--- src/rtl/vector_sweep_sequencer_pkg.sv ---
// Shared types and constants for the vector sweep sequencer.
// Sweeps every DUT input vector in order and streams (vector, response) records.
package sweep_pkg;

  localparam int SETTLE_W = 8;
  localparam int MAX_N_IN = 16;

  // Prefixed literals so a SETTLE parameter can coexist with the state name.
  typedef enum logic [1:0] {
    ST_IDLE,
    ST_SETTLE,
    ST_EMIT,
    ST_DONE
  } sweep_state_e;

  // The timer reaches zero after load_val further edges, so load one less than SETTLE.
  function automatic logic [SETTLE_W-1:0] settle_reload(input int settle);
    return SETTLE_W'(settle - 1);
  endfunction

endpackage

--- src/rtl/vector_sweep_sequencer_if.sv ---
// Record stream between the sweep sequencer (master) and its log/compare sink (slave).
interface vector_sweep_sequencer_if #(
  parameter int N_IN  = 2,
  parameter int N_OUT = 1
) ();

  logic             rec_valid;
  logic             rec_ready;
  logic [N_IN-1:0]  rec_vec;
  logic [N_OUT-1:0] rec_resp;
  logic             rec_last;

  modport master (
    output rec_valid,
    output rec_vec,
    output rec_resp,
    output rec_last,
    input  rec_ready
  );

  modport slave (
    input  rec_valid,
    input  rec_vec,
    input  rec_resp,
    input  rec_last,
    output rec_ready
  );

endinterface

--- src/rtl/vector_sweep_sequencer_settle_timer.sv ---
// Loadable down-counter; zero is high once the loaded count has run out.
module sweep_settle_timer
  import sweep_pkg::*;
(
  input  logic                CK,
  input  logic                reset,
  input  logic                load,
  input  logic [SETTLE_W-1:0] load_val,
  output logic                zero
);

  logic [SETTLE_W-1:0] cnt;

  always_ff @(posedge CK) begin
    if (reset) begin
      cnt <= '0;
    end else if (load) begin
      cnt <= load_val;
    end else if (cnt != '0) begin
      cnt <= cnt - SETTLE_W'(1);
    end
  end

  assign zero = (cnt == '0);

endmodule

--- src/rtl/vector_sweep_sequencer.sv ---
// Drives 0 .. 2^N_IN-1 into a benchmark DUT, waits SETTLE cycles per vector,
// captures dut_out and hands each (vector, response) record to the sink.
//
//  state     | meaning
//  ----------+---------------------------------------------------------
//  ST_IDLE   | no sweep; waiting for start
//  ST_SETTLE | vector on dut_in, counting down until dut_out is sampled
//  ST_EMIT   | record presented on rec, waiting for the sink to accept
//  ST_DONE   | last record accepted; done pulses for this one cycle
module vector_sweep_sequencer
  import sweep_pkg::*;
#(
  parameter int N_IN   = 2,
  parameter int N_OUT  = 1,
  parameter int SETTLE = 1
) (
  input  logic                    CK,
  input  logic                    reset,
  input  logic                    start,
  input  logic                    abort,
  output logic [N_IN-1:0]         dut_in,
  input  logic [N_OUT-1:0]        dut_out,
  vector_sweep_sequencer_if.master rec,
  output logic                    busy,
  output logic                    done,
  output logic [N_IN:0]           vec_count
);

  localparam logic [SETTLE_W-1:0] RELOAD = settle_reload(SETTLE);

  sweep_state_e     state_q, state_d;
  logic [N_IN-1:0]  dut_in_q, dut_in_d;
  logic [N_IN-1:0]  rec_vec_q, rec_vec_d;
  logic [N_OUT-1:0] rec_resp_q, rec_resp_d;
  logic             rec_last_q, rec_last_d;
  logic             rec_valid_q, rec_valid_d;
  logic [N_IN:0]    vec_count_q, vec_count_d;
  logic             timer_load;
  logic             timer_zero;

  sweep_settle_timer u_settle_timer (
    .CK       (CK),
    .reset    (reset),
    .load     (timer_load),
    .load_val (RELOAD),
    .zero     (timer_zero)
  );

  always_ff @(posedge CK) begin
    if (reset) begin
      state_q     <= ST_IDLE;
      dut_in_q    <= '0;
      rec_vec_q   <= '0;
      rec_resp_q  <= '0;
      rec_last_q  <= 1'b0;
      rec_valid_q <= 1'b0;
      vec_count_q <= '0;
    end else begin
      state_q     <= state_d;
      dut_in_q    <= dut_in_d;
      rec_vec_q   <= rec_vec_d;
      rec_resp_q  <= rec_resp_d;
      rec_last_q  <= rec_last_d;
      rec_valid_q <= rec_valid_d;
      vec_count_q <= vec_count_d;
    end
  end

  always_comb begin
    state_d     = state_q;
    dut_in_d    = dut_in_q;
    rec_vec_d   = rec_vec_q;
    rec_resp_d  = rec_resp_q;
    rec_last_d  = rec_last_q;
    rec_valid_d = rec_valid_q;
    vec_count_d = vec_count_q;
    timer_load  = 1'b0;

    case (state_q)
      ST_IDLE: begin
        if (start && !abort) begin
          dut_in_d    = '0;
          vec_count_d = '0;
          timer_load  = 1'b1;
          state_d     = ST_SETTLE;
        end
      end

      ST_SETTLE: begin
        if (abort) begin
          rec_valid_d = 1'b0;
          dut_in_d    = '0;
          state_d     = ST_IDLE;
        end else if (timer_zero) begin
          rec_resp_d  = dut_out;
          rec_vec_d   = dut_in_q;
          rec_last_d  = (dut_in_q == '1);
          rec_valid_d = 1'b1;
          state_d     = ST_EMIT;
        end
      end

      ST_EMIT: begin
        // abort beats a coincident handshake, so that record is never counted
        if (abort) begin
          rec_valid_d = 1'b0;
          dut_in_d    = '0;
          state_d     = ST_IDLE;
        end else if (rec.rec_ready) begin
          rec_valid_d = 1'b0;
          vec_count_d = vec_count_q + (N_IN+1)'(1);
          if (rec_last_q) begin
            state_d = ST_DONE;
          end else begin
            dut_in_d   = dut_in_q + N_IN'(1);
            timer_load = 1'b1;
            state_d    = ST_SETTLE;
          end
        end
      end

      ST_DONE: begin
        dut_in_d = '0;
        state_d  = ST_IDLE;
      end

      default: begin
        state_d = ST_IDLE;
      end
    endcase
  end

  assign dut_in        = dut_in_q;
  assign rec.rec_valid = rec_valid_q;
  assign rec.rec_vec   = rec_vec_q;
  assign rec.rec_resp  = rec_resp_q;
  assign rec.rec_last  = rec_last_q;
  assign busy          = (state_q != ST_IDLE);
  assign done          = (state_q == ST_DONE);
  assign vec_count     = vec_count_q;

endmodule

--- src/flat_wrapper.sv ---
// flat-port wrapper written by rule: the top's interface ports become plain ports
module vector_sweep_sequencer_flat import sweep_pkg::*;
#(
  parameter int N_IN   = 2,
  parameter int N_OUT  = 1,
  parameter int SETTLE = 1
)
  (CK, reset, start, abort, dut_in, dut_out, busy, done, vec_count, rec_rec_valid, rec_rec_vec, rec_rec_resp, rec_rec_last, rec_rec_ready);
  vector_sweep_sequencer_if #(.N_IN(N_IN), .N_OUT(N_OUT)) rec_i ();
  input  logic CK;
  input  logic reset;
  input  logic start;
  input  logic abort;
  output logic [N_IN-1:0] dut_in;
  input  logic [N_OUT-1:0] dut_out;
  output logic busy;
  output logic done;
  output logic [N_IN:0] vec_count;
  output wire logic [$bits(rec_i.rec_valid)-1:0] rec_rec_valid;
  output wire logic [$bits(rec_i.rec_vec)-1:0] rec_rec_vec;
  output wire logic [$bits(rec_i.rec_resp)-1:0] rec_rec_resp;
  output wire logic [$bits(rec_i.rec_last)-1:0] rec_rec_last;
  input wire logic [$bits(rec_i.rec_ready)-1:0] rec_rec_ready;
  assign rec_rec_valid = rec_i.rec_valid;
  assign rec_rec_vec = rec_i.rec_vec;
  assign rec_rec_resp = rec_i.rec_resp;
  assign rec_rec_last = rec_i.rec_last;
  assign rec_i.rec_ready = rec_rec_ready;
  vector_sweep_sequencer #(.N_IN(N_IN), .N_OUT(N_OUT), .SETTLE(SETTLE)) u_core (.CK(CK), .reset(reset), .start(start), .abort(abort), .dut_in(dut_in), .dut_out(dut_out), .rec(rec_i), .busy(busy), .done(done), .vec_count(vec_count));
endmodule
--- config.mk ---
export PLATFORM = sky130hd
export DESIGN_NAME = vector_sweep_sequencer_flat
export DESIGN_NICKNAME = d
export VERILOG_FILES = /design/src/rtl/vector_sweep_sequencer_pkg.sv /design/src/rtl/vector_sweep_sequencer_if.sv /design/src/rtl/vector_sweep_sequencer_settle_timer.sv /design/src/rtl/vector_sweep_sequencer.sv /design/src/flat_wrapper.sv
export SDC_FILE = /design/constraint.sdc
export NUM_CORES = 1
export LEC_CHECK = 0
export BUFFER_PORTS_ARGS = -buffer_cell sky130_fd_sc_hd__buf_2
export CORE_MARGIN = 5
export CORE_UTILIZATION = 58
export CTS_CLUSTER_SIZE = 8
export DETAILED_ROUTE_END_ITERATION = 16
export GPL_ROUTABILITY_DRIVEN = 1
export HOLD_SLACK_MARGIN = 0.12
export PLACE_DENSITY_LB_ADDON = 0.25
export SLEW_MARGIN = 20
export SYNTH_ARGS = -nofsm -noshare
export SYNTH_HDL_FRONTEND = slang
export SYNTH_SLANG_ARGS = --single-unit
--- constraint.sdc ---
create_clock -name CK -period 2.4 [get_ports CK]
set_input_delay 0.48 -clock CK [delete_from_list [all_inputs] [get_ports CK]]
set_output_delay 0.48 -clock CK [all_outputs]
set_load 0.02 [all_outputs]
==> flow_metrics.env <==
export IMPL_run_status="finished, final reports clean"
export IMPL_cp_max_fo=13
export IMPL_die_w_um=52.47
export IMPL_max_cap_violations=0
export IMPL_sw_frac_of_total_pct=37.63
export IMPL_r2r_end="u_core.dut_in[1]"
export IMPL_r2r_start="u_core.state_q[0]"
export IMPL_worstSetupStartpointType="flop"
export IMPL_arrival_ns=2.07
export IMPL_met2_usage_pct=28.31
export IMPL_worstRegToRegCells=6
export IMPL_finalSetupViolations=0
export IMPL_initial_core_util_pct=60.58
export IMPL_drt_iter0_drc=11
export IMPL_final_util_pct=68.62
export IMPL_portBuffers=17
export IMPL_clock_power_share_pct=15.5
export IMPL_viasPerCell=5.386
export IMPL_vias=824
export IMPL_drive_above_1_share_pct=21.09
export IMPL_place_inst=149
export IMPL_required_ns=2.59
export IMPL_finalCriticalPeriod_ns=1.886
export IMPL_gp_congestion=0.8884
export IMPL_area_growth_pct=13.28
export IMPL_finalPower_mw=1.238
export IMPL_final_cell_mix="dfxtp_1 (20), buf_2 (17), nor2_1 (14)"
export IMPL_synth_cell_type_count=36
export IMPL_rsz0062_at_grt="false"
export IMPL_whs_ns=0.4135
export IMPL_p_int_mw=0.7722
export IMPL_tritoncts="built"
export IMPL_reg2reg_slack_ns=0.51
export IMPL_use_met1_pct=19.51
export IMPL_final_hold_violation_count=0
export IMPL_final_common_cell="dfxtp_1"
export IMPL_routed_wl_um=1958
export IMPL_yosys_warnings=0
export IMPL_power_sequential_fraction_pct=39.7
export IMPL_dpl_hpwl_um=1474
export IMPL_synth_area_um2=1046
export IMPL_die_area_um2=2753
export IMPL_gr_total_overflow=0
export IMPL_yosys_area_top_type="dfxtp_1"
export IMPL_tightest_slew_ns=0.5059
export IMPL_core_um2=1727
export IMPL_comb_power_share_pct=44.8
export IMPL_holdPathStages=3
export IMPL_leakagePower_nw=0.5532
export IMPL_dr_pass1_iters=4
export IMPL_cts_made_buffers=3
export IMPL_fin_crit_sh_pct=78.56
export IMPL_finalSetupTns_ns=0
export IMPL_final_cells=153
export IMPL_maxSlewViolCount=0
export IMPL_irDropWorstVdd_uv=639.0
export IMPL_syn_nets=124
export IMPL_antennaDiodeCount=0
export IMPL_die_y_um=52.47
export IMPL_grt_max_degree=14
export IMPL_cts_reportedPaths_clkPinSlew_ns=0.11
export IMPL_top_usage_layer="met2"
export IMPL_min_to="u_core.rec.rec_resp"
export IMPL_yosys_top_cells_area="dfxtp_1 (38%), ha_1 (9.6%), mux2i_1 (7.7%), nor2_1 (5.0%), xnor2_1 (5.0%)"
export IMPL_ctsHoldBuffers=0
export IMPL_post_cts_resize_count=0
export IMPL_worstHoldStart="dut_out"
export IMPL_synth_seq_cells=20
export IMPL_async_flop_share_pct=0
export IMPL_synth_top_area_share_pct=38.28
export IMPL_grt_usage_pct=16.37
export IMPL_avgSynthCellArea_um2=9.509
export IMPL_cts_buffer_depth=2
export IMPL_syn_inst=110
export IMPL_postCtsSetupBuffers=0
export IMPL_rows=15
export IMPL_clk_latency_ns=0.29
export IMPL_synth_ff_type="dfxtp_1"
export IMPL_ant_nets=0
export IMPL_p_switching_mw=0.4659
export IMPL_powerDensity_nw_per_um2=1045
export IMPL_end_kind="flop"
export IMPL_grt_pass1_vias=777
export IMPL_nets=143
export IMPL_cts_max_level=1
export IMPL_route_detailed_drc=0
export IMPL_finalClockSkew_ns=0.002660
export IMPL_antenna_found_initial=0
export IMPL_hold_path_class="input pin to flop"
export IMPL_critical_path_class="flop to flop"
export IMPL_max_freq_mhz=530.3
export IMPL_synth_edf_count=0
export IMPL_grt_pass1_wl_um=3367
export IMPL_wl_per_cell_um=12.80
export IMPL_ys_seq_area_share_pct=38.28
export IMPL_met3_usage_pct=4.274
export IMPL_max_slew_margin_pct=66.01
export IMPL_fill_cells=148
export IMPL_cts_num_sinks=20
export IMPL_cts_root_buffer="clkbuf_4"
export IMPL_io_pins=18
-- flip-flops by register name, indices dropped and copies added, names as in the netlist --
register                   count
u_core.rec.rec_valid           1
u_core.state_q                 2
u_core.rec.rec_last            1
u_core.u_settle_timer.cnt      8
u_core.dut_in                  2
u_core.rec.rec_vec             2
u_core.rec.rec_resp            1
u_core.vec_count               3
-- cell families (layout without fill, tap and decap cells) --
family	after synthesis	in the layout	share of synthesized area [%]
buf+inv	9	27	3.468
mux	8	8	7.656
compound gates	19	19	12.20
xor+xnor	6	6	5.024
flops	20	20	38.28
fa+ha+maj	8	8	9.570
simple gates	40	40	23.80
-- Yosys cell counts (2+ instances only) --
master	instances
ha_1	8
buf_2	2
dfxtp_1	20
mux2i_1	8
nor3b_1	2
inv_1	6
nor2_1	14
nand2_1	2
nand3_1	3
xnor2_1	6
nor2b_1	5
nand2b_1	2
a21oi_1	8
nor3_1	2
-- worst max-delay path by stage --
stage	start	endpoint	slack (ns)	cells after the start
after floorplan	abort	u_core.dut_in[0]	0.78	5
after global placement	u_core.state_q[0]	u_core.dut_in[0]	0.60	6
after detailed placement	u_core.state_q[0]	u_core.dut_in[1]	0.55	6
after CTS	u_core.state_q[0]	u_core.dut_in[1]	0.54	6
after global routing	u_core.state_q[0]	u_core.vec_count[1]	0.29	6
final	u_core.state_q[0]	u_core.dut_in[1]	0.51	6
-- routing by layer --
| layer | share of wire (%) | wire, um |
|---|---|---|
| met1 | 46 | 898 |
| met2 | 49 | 963 |
| met3 | 4.0 | 79 |
| met4 | 0.87 | 17 |
| met5 | 0 | 0 |
-- power groups by stage --
stage                     Clock [mW]  Sequential (mW)  Combinational, mW
after global placement             0            0.496              0.538
after global routing           0.219            0.503              0.618
after CTS                      0.199            0.493              0.559
after detailed placement           0            0.501              0.552
final                          0.192            0.492              0.554
after floorplan                    0            0.491              0.465
-- worst max-delay path, cell delays in order (launching register included) --
cell and delay (ns):
dfxtp_1 0.35, inv_1 0.11, ha_1 0.38, or3b_2 0.52
o221ai_1 0.15, mux2i_1 0.22, nor2_1 0.05
-- final cells by class --
cell class              count  area (um2)  area share, %
clock buffers               4       36.28          3.062
inverters                   6       22.52          1.901
multi-input cells          81       609.3          51.43
flip-flops and latches     20       400.4          33.79
well taps                  25       31.28          2.640
repair buffers             17       85.08          7.181
-- per-stage QoR --
| stage | cell area (um2) | setup slack [ns] |
|---|---|---|
| finish | 1185 | 0.5144 |
| global placement | 1149 | 0.5978 |
| floorplan | 1046 | 0.7806 |
| global route | 1185 | 0.2898 |
| detailed placement | 1149 | 0.5480 |
| CTS | 1185 | 0.5388 |
(Power assumes the default switching activity.)
